**src/rtl/ram_op_sequencer.sv**
```systemverilog
// ram_op_sequencer: shares the 64x8 lab RAM port between the user path and a FILL/SUM/SEARCH/INCR
// block engine over a wrapped address range. Define RAM_SEQ_SEARCH_EN to build the SEARCH operation.
module ram_op_sequencer (
    input  logic       clk_out,
    input  logic       rst,
    input  logic       start,
    input  logic [1:0] op,
    input  logic [5:0] base,
    input  logic [5:0] len,
    input  logic [7:0] data,
    input  logic [5:0] usr_addr,
    input  logic       usr_we,
    input  logic [7:0] usr_wdata,
    input  logic [7:0] mem_rdata,
    output logic [5:0] mem_addr,
    output logic       mem_we,
    output logic [7:0] mem_wdata,
    output logic       busy,
    output logic       done,
    output logic       err,
    output logic [7:0] result
);

    typedef enum logic [1:0] {IDLE, RUN, DONE} state_t;

    localparam logic [1:0] OP_FILL   = 2'b00;
    localparam logic [1:0] OP_SUM    = 2'b01;
    localparam logic [1:0] OP_SEARCH = 2'b10;
    localparam logic [1:0] OP_INCR   = 2'b11;

    state_t     state_q, state_d;
    logic [1:0] op_q, op_d;
    logic [5:0] base_q, base_d;
    logic [5:0] len_q, len_d;
    logic [5:0] cnt_q, cnt_d;
    logic [7:0] data_q, data_d;
    logic [7:0] acc_q, acc_d;
    logic [7:0] result_q, result_d;
    logic       busy_q, busy_d;
    logic       done_q, done_d;
    logic       err_q, err_d;

    logic       opLegal;
    logic       lastWord;
    logic [5:0] engAddr;
    logic [7:0] engWdata;
    logic       engWe;
    logic [7:0] sumNext;

`ifdef RAM_SEQ_SEARCH_EN
    assign opLegal = 1'b1;
`else
    assign opLegal = (op != OP_SEARCH);
`endif

    // The 6-bit add wraps the range from address 63 back to 0.
    assign engAddr  = base_q + cnt_q;
    assign lastWord = (cnt_q == len_q);
    assign sumNext  = acc_q + mem_rdata;

    always_comb begin
        engWe    = 1'b0;
        engWdata = data_q;
        if (state_q == RUN) begin
            case (op_q)
                OP_FILL: begin
                    engWe    = 1'b1;
                    engWdata = data_q;
                end
                OP_INCR: begin
                    engWe    = 1'b1;
                    engWdata = mem_rdata + 8'd1;
                end
                default: ;
            endcase
        end
    end

    // A low rst blocks every RAM write, so a reset mid-operation keeps only completed words.
    always_comb begin
        if (state_q == IDLE) begin
            mem_addr  = usr_addr;
            mem_we    = usr_we & rst;
            mem_wdata = usr_wdata;
        end else begin
            mem_addr  = engAddr;
            mem_we    = engWe & rst;
            mem_wdata = engWdata;
        end
    end

    always_comb begin
        state_d  = state_q;
        op_d     = op_q;
        base_d   = base_q;
        len_d    = len_q;
        cnt_d    = cnt_q;
        data_d   = data_q;
        acc_d    = acc_q;
        result_d = result_q;
        err_d    = 1'b0;

        case (state_q)
            IDLE: begin
                if (start) begin
                    op_d   = op;
                    base_d = base;
                    len_d  = len;
                    data_d = data;
                    cnt_d  = 6'd0;
                    acc_d  = 8'd0;
                    if (opLegal) begin
                        state_d = RUN;
                    end else begin
                        state_d = DONE;
                        err_d   = 1'b1;
                    end
                end
            end
            RUN: begin
                cnt_d = cnt_q + 6'd1;
                if (lastWord) begin
                    state_d = DONE;
                end
                case (op_q)
                    OP_FILL: begin
                        if (lastWord) result_d = data_q;
                    end
                    OP_SUM: begin
                        acc_d = sumNext;
                        if (lastWord) result_d = sumNext;
                    end
`ifdef RAM_SEQ_SEARCH_EN
                    OP_SEARCH: begin
                        if (mem_rdata == data_q) begin
                            result_d = {2'b00, cnt_q};
                            state_d  = DONE;
                        end else if (lastWord) begin
                            result_d = 8'hFF;
                            err_d    = 1'b1;
                        end
                    end
`endif
                    OP_INCR: begin
                        if (lastWord) result_d = {2'b00, len_q};
                    end
                    default: ;
                endcase
            end
            DONE: begin
                state_d = IDLE;
            end
            default: begin
                state_d = IDLE;
            end
        endcase

        busy_d = (state_d != IDLE);
        done_d = (state_d == DONE);
    end

    always_ff @(posedge clk_out) begin
        if (!rst) begin
            state_q  <= IDLE;
            op_q     <= OP_FILL;
            base_q   <= 6'd0;
            len_q    <= 6'd0;
            cnt_q    <= 6'd0;
            data_q   <= 8'd0;
            acc_q    <= 8'd0;
            result_q <= 8'd0;
            busy_q   <= 1'b0;
            done_q   <= 1'b0;
            err_q    <= 1'b0;
        end else begin
            state_q  <= state_d;
            op_q     <= op_d;
            base_q   <= base_d;
            len_q    <= len_d;
            cnt_q    <= cnt_d;
            data_q   <= data_d;
            acc_q    <= acc_d;
            result_q <= result_d;
            busy_q   <= busy_d;
            done_q   <= done_d;
            err_q    <= err_d;
        end
    end

    assign busy   = busy_q;
    assign done   = done_q;
    assign err    = err_q;
    assign result = result_q;

endmodule

```
**config.mk**
```make
export PLATFORM = sky130hd
export DESIGN_NAME = ram_op_sequencer
export DESIGN_NICKNAME = d
export VERILOG_FILES = /design/src/rtl/ram_op_sequencer.sv
export SDC_FILE = /design/constraint.sdc
export NUM_CORES = 1
export LEC_CHECK = 0
export CAP_MARGIN = 0
export CORE_ASPECT_RATIO = 0.9
export CORE_MARGIN = 4
export CORE_UTILIZATION = 40
export CTS_CLUSTER_SIZE = 8
export DETAILED_ROUTE_END_ITERATION = 10
export MAX_ROUTING_LAYER = met4
export PLACE_DENSITY = 0.78
export SLEW_MARGIN = 20
export SYNTH_ARGS = -nofsm -noshare
export SYNTH_HDL_FRONTEND = slang
export SYNTH_SLANG_ARGS = --single-unit
export TNS_END_PERCENT = 30
```
**constraint.sdc**
```tcl
create_clock -name clk_out -period 5.25 [get_ports clk_out]
set_input_delay 0.7875 -clock clk_out [delete_from_list [all_inputs] [get_ports clk_out]]
set_output_delay 0.7875 -clock clk_out [all_outputs]
set_load 0.05 [all_outputs]
```
======== Word level (Yosys, flattened, before mapping) ========
Index checks and enable logic that the tools add are counted.
word-level totals
  bits of input ports ..................... 48
  output and inout bits ................... 26
  register bits ........................... 49
  logic and storage cells ................. 60
cells by class
  reduce and logical (&&, ||, !) cells .... 11
  add/subtract/negate cells ............... 4
  bitwise gates (word level) .............. 2
  eq/ne operators ......................... 11
  mux-type cells .......................... 21
operators with widths
  operator               number
  $mux W8                8
  $pmux W8 S3            1
  $pmux W8 S2            1
  $mux W6                2
  $pmux W6 S2            1
  $ne A2 B2 Y1 const B   5
  $add A8 B1 Y8 const B  1
  $add A8 B8 Y8          1
  $add A6 B1 Y6 const B  1
  $add A6 B6 Y6          1
  $eq A6 B6 Y1           1
  $mux W2                3
  $reduce_and A3 Y1      2
  $reduce_and A5 Y1      1
  $eq A2 B1 Y1 const B   2
  $eq A2 B2 Y1 const B   2
  $logic_not A2 Y1       2
  $mux W1                4
  $pmux W2 S2            1
  $reduce_and A2 Y1      2
  $reduce_bool A2 Y1     2
  $reduce_bool A3 Y1     1
  $and A1 B1 Y1          2
  $ne A2 B1 Y1 const B   1
  $reduce_or A2 Y1       1

======== Logic depth before layout (Yosys ltp) ========
Gate-level depths: netlist (run 1).
  word-level depth ........................ 6
  mapped depth ............................ 8
  depth with buffers taken out ............ 7

======== Worst setup path before layout (run 1) ========
No wires, ideal clock.
  kind .................................... input to output
  start point ............................. in rst
  end point ............................... out mem_we
  data arrival time ....................... 2.409 ns
  cell stages on the path ................. 4
  setup slack ............................. 2.053 ns
  data required time ...................... 4.463 ns
  buffers on the path ..................... 2
  cells stage by stage .................... clkbuf_2 -> clkinv_1 -> clkbuf_1 -> nor3_1
between the ends
  word-level cells in the longest chain between the ends .. 2
  elaborated cells between the ends (all ways) .. 3
  those cells by class .................... mux: 1; bitwise: 2
ends and longest elaborated chain
  element                                  line    text
  start: declaration                       5       input logic rst,
  $and A1 B1 Y1, on equally long branches  87, 83
  $mux W1 (*)                              81      if (state_q == IDLE) begin
  end: declaration                         16      output logic mem_we,
Every way passes the cells marked *; elsewhere a longest branch is shown, timed or not.

======== Worst setup path in the final report (run 1) ========
Ends and elaborated chain as after synthesis.

==> metrics.json, run 1 <==
{
  "drt_iter0_markers": {"value": 165},
  "final.setup.tns": {"value": 0, "unit": "ns"},
  "grt_antenna_before_repair": {"value": 0},
  "critical_path_arrival": {"value": 3.05, "unit": "ns"},
  "clock_tree.root_cell": {"value": "sky130_fd_sc_hd__clkbuf_8"},
  "dieArea": {"value": 0.00874, "unit": "mm^2"},
  "reg2reg_slack": {"value": 3.14, "unit": "ns"},
  "rows": {"value": 29},
  "synth_flop_cell": {"value": "sky130_fd_sc_hd__dfxtp_1"},
  "rr_worst_depth": {"value": 7},
  "post_synth_most_frequent_cells": {"value": "sky130_fd_sc_hd__nand2_1, sky130_fd_sc_hd__dfxtp_1, sky130_fd_sc_hd__a21oi_1, sky130_fd_sc_hd__nor2_1, sky130_fd_sc_hd__o21ai_0"},
  "syn_nets": {"value": 440},
  "clock_pin_slew_on_the_worst_setup_and_hold_paths": {"value": 0.09, "unit": "ns"},
  "timing.hold.worst.class": {"value": "flop to flop"},
  "drtPass1Iterations": {"value": 4},
  "max-cap-violations": {"value": 0},
  "crit_slowest_cell": {"value": "sky130_fd_sc_hd__clkdlybuf4s50_1"},
  "fin_nets": {"value": 502},
  "total_power": {"value": 0.970, "unit": "mW"},
  "peakVddDrop": {"value": 0.159, "unit": "mV"},
  "timing.hold.worst.start": {"value": "base_q[0]"},
  "post_syn_instances": {"value": 372},
  "synth.largest_area_cell": {"value": "sky130_fd_sc_hd__dfxtp_1"},
  "layout.cell_area.non_filler": {"value": 0.00378, "unit": "mm^2"},
  "antenna-diode-count": {"value": 0},
  "path_delay_family": {"value": "buffers and inverters"},
  "period_needed": {"value": 3.84, "unit": "ns"},
  "cts.repair.resized": {"value": 0},
  "drcViolationCount": {"value": 0},
  "setup_repair_after_global_routing_missed_its_margin": {"value": "false"},
  "proportion_of_netlist_area_held_by_the_largest_area_contributor": {"value": 0.335},
  "yosysUniqueCellTypes": {"value": 52},
  "dp_cells": {"value": 520},
  "setup.worst_path.start": {"value": "rst"},
  "num_vias": {"value": 2865},
  "timing.critical_path.depth": {"value": 5},
  "cts_tree": {"value": "done"},
  "cellPowerDensity": {"value": 257, "unit": "mW/mm^2"},
  "grt-ovfl-total": {"value": 0},
  "chipHeight": {"value": 89.1, "unit": "um"},
  "path_cells": {"value": "clkdlybuf4s50_1 > clkinv_1 > buf_4 > nor3_1 > clkdlybuf4s50_1"},
  "cts-buffers-inserted": {"value": 5},
  "p_leak": {"value": 1.45, "unit": "nW"},
  "share_of_the_core_filled_with_cells_in_the_final_layout": {"value": 0.534},
  "max-slew-margin-rel": {"value": 0.378},
  "gp_routability_congestion": {"value": 0.834},
  "setup_crit_path_kind": {"value": "primary input to output pin"},
  "worst-path-max-fanout": {"value": 44},
  "routedWlPerCell": {"value": 15.1, "unit": "um"},
  "run_status": {"value": "finished clean"},
  "syn-cell-area": {"value": 0.00292, "unit": "mm^2"},
  "postRouteAntennaNets": {"value": 0},
  "end_kind": {"value": "output pin"},
  "async_flop_share": {"value": 0},
  "timing_hold_violations_final": {"value": 0},
  "post_synth_main_area_contributors": {"value": "sky130_fd_sc_hd__dfxtp_1, sky130_fd_sc_hd__nand2_1, sky130_fd_sc_hd__ha_1"},
  "post-cts-setup-buffer-count": {"value": 0},
  "clock-sinks": {"value": 49},
  "numPortBuffers": {"value": 73},
  "final_min_period_over_clock_period": {"value": 0.732},
  "synthMostInstantiatedCell": {"value": "sky130_fd_sc_hd__nand2_1"},
  "post_layout_nonfiller_instances": {"value": 528},
  "placed_cell_area": {"value": 0.00369, "unit": "mm^2"},
  "cts_hold_buf": {"value": 0},
  "floorplan.initialDensity": {"value": 0.413},
  "grt_pass1_vias": {"value": 2790},
  "critical_path.n_buffers_inverters": {"value": 4},
  "drive_above_1_share": {"value": 0.0552},
  "worstReg2RegEnd": {"value": "acc_q[7]"},
  "worstPathRequired": {"value": 4.46, "unit": "ns"},
  "synthToLayoutAreaGrowth": {"value": 29.3, "unit": "%"},
  "slew_viol_final": {"value": 0},
  "crit_path_end": {"value": "mem_we"},
  "detail_route.wirelength": {"value": 7960, "unit": "um"},
  "critical-path-top-cell-by-count": {"value": "sky130_fd_sc_hd__clkdlybuf4s50_1"},
  "worst_path_largest_cell_delay": {"value": 0.86, "unit": "ns"},
  "coreArea": {"value": 0.00708, "unit": "mm^2"},
  "max_clock_freq": {"value": 0.260, "unit": "GHz"},
  "worst_r2r_src": {"value": "op_q[1]"},
  "place_hpwl": {"value": 6030, "unit": "um"},
  "cts-htree-levels": {"value": 2},
  "grt_max_degree": {"value": 45},
  "clockBufferDepth": {"value": 2},
  "die-width": {"value": 98.1, "unit": "um"},
  "setup_viol_count_final": {"value": 0},
  "insertion_delay": {"value": 0.30, "unit": "ns"},
  "syn_avg_cell_area": {"value": 7.86, "unit": "um^2"},
  "synth-seq-area-share": {"value": 0.335},
  "globalRouteTotalUtil": {"value": 0.191},
  "synth_enable_flop_cells": {"value": 0},
  "synth_seq_cells": {"value": 49},
  "timing.clock.skew": {"value": 0.00688, "unit": "ns"},
  "max_slew.worst_pin.slew": {"value": 0.933, "unit": "ns"},
  "io-pin-count": {"value": 74},
  "viasPerCell": {"value": 5.43},
  "yosys_synthesis_warning_count": {"value": 0},
  "wire_length_of_the_first_global_routing_pass": {"value": 13200, "unit": "um"},
  "kind_of_start_point_of_the_critical_path": {"value": "primary input"}
}
==> worst min path at each step <==
| stage | end | slack, ns | depth (start not counted) |
|---|---|---|---|
| 6_report | base_q[0] | 0.47 | 2 |
| 5_1_grt | base_q[0] | 0.48 | 2 |
| 4_1_cts | base_q[0] | 0.47 | 2 |
| 3_5_place_dp | base_q[4] | 0.45 | 2 |
| 3_3_place_gp | base_q[0] | 0.45 | 2 |
| 2_1_floorplan | base_q[0] | 0.44 | 2 |
==> logic make-up (layout without fill, tap and decap cells) <==
logic type               count (synthesis)  in the layout  synth area share
AO/OA/AOI/OAI                          100            100             0.207
XOR/XNOR                                21             21            0.0629
adder cells (fa/ha/maj)                 20             20            0.0907
buffers and inverters                   26             89            0.0394
flip-flops                              49             49             0.335
multiplexers                             9              9            0.0321
AND/OR/NAND/NOR                        147            147             0.232
==> metrics by stage <==
step                setup WS, ns  hold slack, ns
floorplan                   2.05           0.441
CTS                         1.39           0.467
finish                      1.41           0.466
global route                1.19           0.482
global placement            1.48           0.448
detailed placement          1.44           0.455
==> power breakdown <==
part	internal, mW	total (mW)	leakage (nW)	switching [mW]
registers	0.396	0.420	0.400	0.0232
clock network	0.0922	0.220	0.0439	0.128
logic	0.128	0.331	1.01	0.203
==> state kept, by name, summed over array words and instances (netlist names) <==
| name | flops |
|---|---|
| acc_q | 8 |
| op_q | 2 |
| data_q | 8 |
| len_q | 6 |
| cnt_q | 6 |
| busy | 1 |
| base_q | 6 |
| done | 1 |
| state_q | 2 |
| err | 1 |
| result | 8 |
==> layer usage <==
layer,share of wire,up-vias,GRT usage
met1,0.44,1336,0.232
met3,0.058,16,0.0335
met2,0.48,87,0.329
met5,0,-,-
met4,0.018,0,0.0553
li1,-,1426,-
==> cells in the final DEF (no fill, tap or decap), drive strengths merged, types with 5 or more instances in the layout <==
cell type / synthesis / final
nand2: 72 / 72
nand3b: 5 / 5
ha: 18 / 18
nand3: 8 / 8
xnor2: 16 / 16
o21ai: 22 / 22
clkbuf: 13 / 5
nor2: 31 / 31
a21oi: 41 / 41
nor3: 7 / 7
a31oi: 5 / 5
a22oi: 13 / 13
inv: 5 / 5
clkdlybuf4s50: 0 / 73
xor2: 5 / 5
mux2i: 6 / 6
nand4: 5 / 5
dfxtp: 49 / 49
==> layout make-up <==
class / count / area [um^2]
multi-input combinational: 297 / 1830
clock inverter: 3 / 17.5
clock buffer: 5 / 68.8
timing repair buffer: 75 / 746
sequential: 49 / 981
tap: 93 / 116
fill: 692 / 3300
inverter: 6 / 22.5
==> tightest hold or removal path, cell delays in order, from the launching register on <==
cell                      delay [ns]
sky130_fd_sc_hd__dfxtp_1        0.32
sky130_fd_sc_hd__nand2_1        0.05
sky130_fd_sc_hd__a21oi_1        0.05
Note: power is estimated with default switching activity, not from simulation.
==> run 2, diff against run 1 <==
--- a/config.mk
+++ b/config.mk
@@ -12,7 +12,7 @@
 export CTS_CLUSTER_SIZE = 8
 export DETAILED_ROUTE_END_ITERATION = 10
 export MAX_ROUTING_LAYER = met4
-export PLACE_DENSITY = 0.78
+export PLACE_DENSITY = 0.81
 export SLEW_MARGIN = 20
 export SYNTH_ARGS = -nofsm -noshare
 export SYNTH_HDL_FRONTEND = slang
==> constraint.sdc (replaced) <==
create_clock -name clk_out -period 3.2 [get_ports clk_out]
set_input_delay 0.48 -clock clk_out [delete_from_list [all_inputs] [get_ports clk_out]]
set_output_delay 0.48 -clock clk_out [all_outputs]
set_load 0.05 [all_outputs]
==> run 2 against run 1 <==
Wire length shrank 1.1%. Register-to-register slack lost 2.0 ns. Combinational power grew 73%. Non-clock buffer count grew 2. Utilization increased by 1.2 points. Worst hold slack gained 0.0034 ns. Global-route usage fell by 0.23 points. Sequential share of layout area shrank 0.55 points. Via count shrank 0.38%. Final cell count up 0.19%.
==> metrics.json, run 2 (synthesized netlist as in run 1, its figures left out) <==
{
  "run_status": {"value": "finished clean"},
  "timing.clock.skew": {"value": 0.00766, "unit": "ns"},
  "grt-ovfl-total": {"value": 0},
  "top_signal_layer_used": {"value": "met4"},
  "power_frac_comb": {"value": 0.339},
  "layout.cells.most_common": {"value": "sky130_fd_sc_hd__nand2_1"},
  "worst_r2r_src": {"value": "state_q[1]"},
  "sw_frac_of_total": {"value": 0.343},
  "cts_tree": {"value": "done"},
  "max-slew-margin-rel": {"value": 0.603},
  "cts.repair.resized": {"value": 0},
  "met2_wirelength": {"value": 3820, "unit": "um"},
  "gp_routability_congestion": {"value": 0.866},
  "drcViolationCount": {"value": 0},
  "crit_slowest_cell": {"value": "sky130_fd_sc_hd__dfxtp_1"},
  "clockBufferDepth": {"value": 2},
  "final_min_period_over_clock_period": {"value": 0.857},
  "post-cts-setup-buffer-count": {"value": 0},
  "rows": {"value": 29},
  "chipHeight": {"value": 89.1, "unit": "um"},
  "worst_path_largest_cell_delay": {"value": 0.41, "unit": "ns"},
  "wirelength_met1": {"value": 3420, "unit": "um"},
  "end_kind": {"value": "output pin"},
  "kind_of_start_point_of_the_critical_path": {"value": "flop"},
  "setup.worst_path.start": {"value": "op_q[0]"},
  "max-cap-violations": {"value": 0},
  "cts_hold_buf": {"value": 0},
  "viasPerCell": {"value": 5.40},
  "clock-sinks": {"value": 49},
  "grt_antenna_before_repair": {"value": 0},
  "nFillCells": {"value": 650},
  "synthToLayoutAreaGrowth": {"value": 32.1, "unit": "%"},
  "path_delay_family": {"value": "simple AND/OR/NAND/NOR gates"},
  "drtPass1Iterations": {"value": 4},
  "postRouteAntennaNets": {"value": 0},
  "cts-buffers-inserted": {"value": 5},
  "wire_length_of_the_first_global_routing_pass": {"value": 13000, "unit": "um"},
  "globalRouteTotalUtil": {"value": 0.189},
  "setup_crit_path_kind": {"value": "flop to output pin"},
  "place_hpwl": {"value": 6030, "unit": "um"},
  "p_leak": {"value": 1.52, "unit": "nW"},
  "max_slew.worst_pin.slew": {"value": 0.596, "unit": "ns"},
  "setup_repair_after_global_routing_missed_its_margin": {"value": "false"},
  "final-seq-area": {"value": 981, "unit": "um^2"},
  "setup_viol_count_final": {"value": 0},
  "grt_pass1_vias": {"value": 2789},
  "io-pin-count": {"value": 74},
  "cellPowerDensity": {"value": 438, "unit": "mW/mm^2"},
  "fin_nets": {"value": 504},
  "share_clk_of_total_power": {"value": 0.254},
  "path_cells": {"value": "ha_1 > nand2_1 > nor2_1 > a21oi_1 > o21ai_0 > buf_12"},
  "drt_iter0_markers": {"value": 127},
  "slew_viol_final": {"value": 0},
  "grt_max_degree": {"value": 44},
  "antenna-diode-count": {"value": 0},
  "worst-path-max-fanout": {"value": 12},
  "timing.hold.worst.start": {"value": "base_q[5]"},
  "power.switching": {"value": 0.579, "unit": "mW"},
  "routedWlPerCell": {"value": 14.9, "unit": "um"},
  "holdWs": {"value": 0.469, "unit": "ns"},
  "sequentialPowerShare": {"value": 0.407},
  "insertion_delay": {"value": 0.30, "unit": "ns"},
  "clock_tree.root_cell": {"value": "sky130_fd_sc_hd__clkbuf_8"},
  "drive_above_1_share": {"value": 0.0917},
  "multi_input_comb_area": {"value": 0.00183, "unit": "mm^2"},
  "worstPathRequired": {"value": 2.72, "unit": "ns"},
  "num_vias": {"value": 2854},
  "coreArea": {"value": 0.00708, "unit": "mm^2"},
  "peakVddDrop": {"value": 0.230, "unit": "mV"},
  "most-common-layout-cells": {"value": "sky130_fd_sc_hd__nand2_1, sky130_fd_sc_hd__clkdlybuf4s50_1, sky130_fd_sc_hd__dfxtp_1, sky130_fd_sc_hd__a21oi_1, sky130_fd_sc_hd__nor2_1"},
  "dieArea": {"value": 0.00874, "unit": "mm^2"},
  "die-width": {"value": 98.1, "unit": "um"},
  "cts-htree-levels": {"value": 2},
  "timing.hold.worst.class": {"value": "flop to flop"},
  "timing_hold_violations_final": {"value": 0},
  "route.met3.wl": {"value": 447, "unit": "um"},
  "critical_path_arrival": {"value": 2.26, "unit": "ns"},
  "critical_path.n_buffers_inverters": {"value": 1},
  "max_clock_freq": {"value": 0.364, "unit": "GHz"},
  "clock_pin_slew_on_the_worst_setup_and_hold_paths": {"value": 0.09, "unit": "ns"},
  "cellInternalPower": {"value": 1.11, "unit": "mW"},
  "floorplan.initialDensity": {"value": 0.413},
  "numPortBuffers": {"value": 73},
  "final.setup.tns": {"value": 0, "unit": "ns"},
  "detail_route.wirelength": {"value": 7870, "unit": "um"},
  "period_needed": {"value": 2.74, "unit": "ns"}
}
==> run 2: changes by cell type in the layout (fill, tap and decap cells not counted), sizes merged <==
cell	change
clkinvlp	-1
buf	+17
clkdlybuf4s50	-15
clkinv	-1
bufinv	+1
==> run 2: worst reg2reg max path, stage by stage, from the launching register on <==
cell,delay (ns)
sky130_fd_sc_hd__dfxtp_1,0.38
sky130_fd_sc_hd__nor2_1,0.14
sky130_fd_sc_hd__buf_4,0.28
sky130_fd_sc_hd__and2_1,0.48
sky130_fd_sc_hd__buf_4,0.29
sky130_fd_sc_hd__nor2_1,0.10
sky130_fd_sc_hd__o21ai_0,0.16
sky130_fd_sc_hd__a21oi_1,0.08
==> run 2: layout make-up <==
type,instances,share of cell area
Multi-Input combinational cell,297,0.473
Sequential cell,49,0.254
Timing Repair Buffer,77,0.210
Tap cell,93,0.0301
Clock buffer,5,0.0178
Clock inverter,2,0.00907
Inverter,6,0.00583
==> run 2: per-stage QoR <==
step                instance area [um^2]  utilization  setup slack (ns)  total power, mW  cells
finish                              3860        0.546             0.456             1.69    529
global route                        3860        0.546             0.302             1.77    529
CTS                                 3860        0.546             0.456             1.70    529
detailed placement                  3760        0.531             0.498             1.27    522
global placement                    3760        0.531             0.548             1.26    522
floorplan                           2920            -             0.344             1.05    372
==> run 2: worst paths after layout <==
check / cells after the start / slack (ns) / endpoint
max: 6 / 0.46 / mem_wdata[4]
min: 2 / 0.47 / base_q[5]
max reg2reg: 7 / 1.17 / cnt_q[2]
min reg2reg: 2 / 0.47 / base_q[5]
==> run 2: power by group through the flow <==
stage          combinational (mW)  clock, mW  sequential, mW
2_1_floorplan               0.309          0           0.739
3_3_place_gp                0.565          0           0.699
3_5_place_dp                0.574          0           0.701
4_1_cts                     0.576      0.435           0.687
5_1_grt                     0.616      0.461           0.693
6_report                    0.573      0.430           0.688
==> run 2: per-layer routing <==
layer  track usage  up-vias
met5             -        -
met4        0.0679        0
met3        0.0367       20
met2         0.323       91
met1         0.223     1316
li1              -     1427
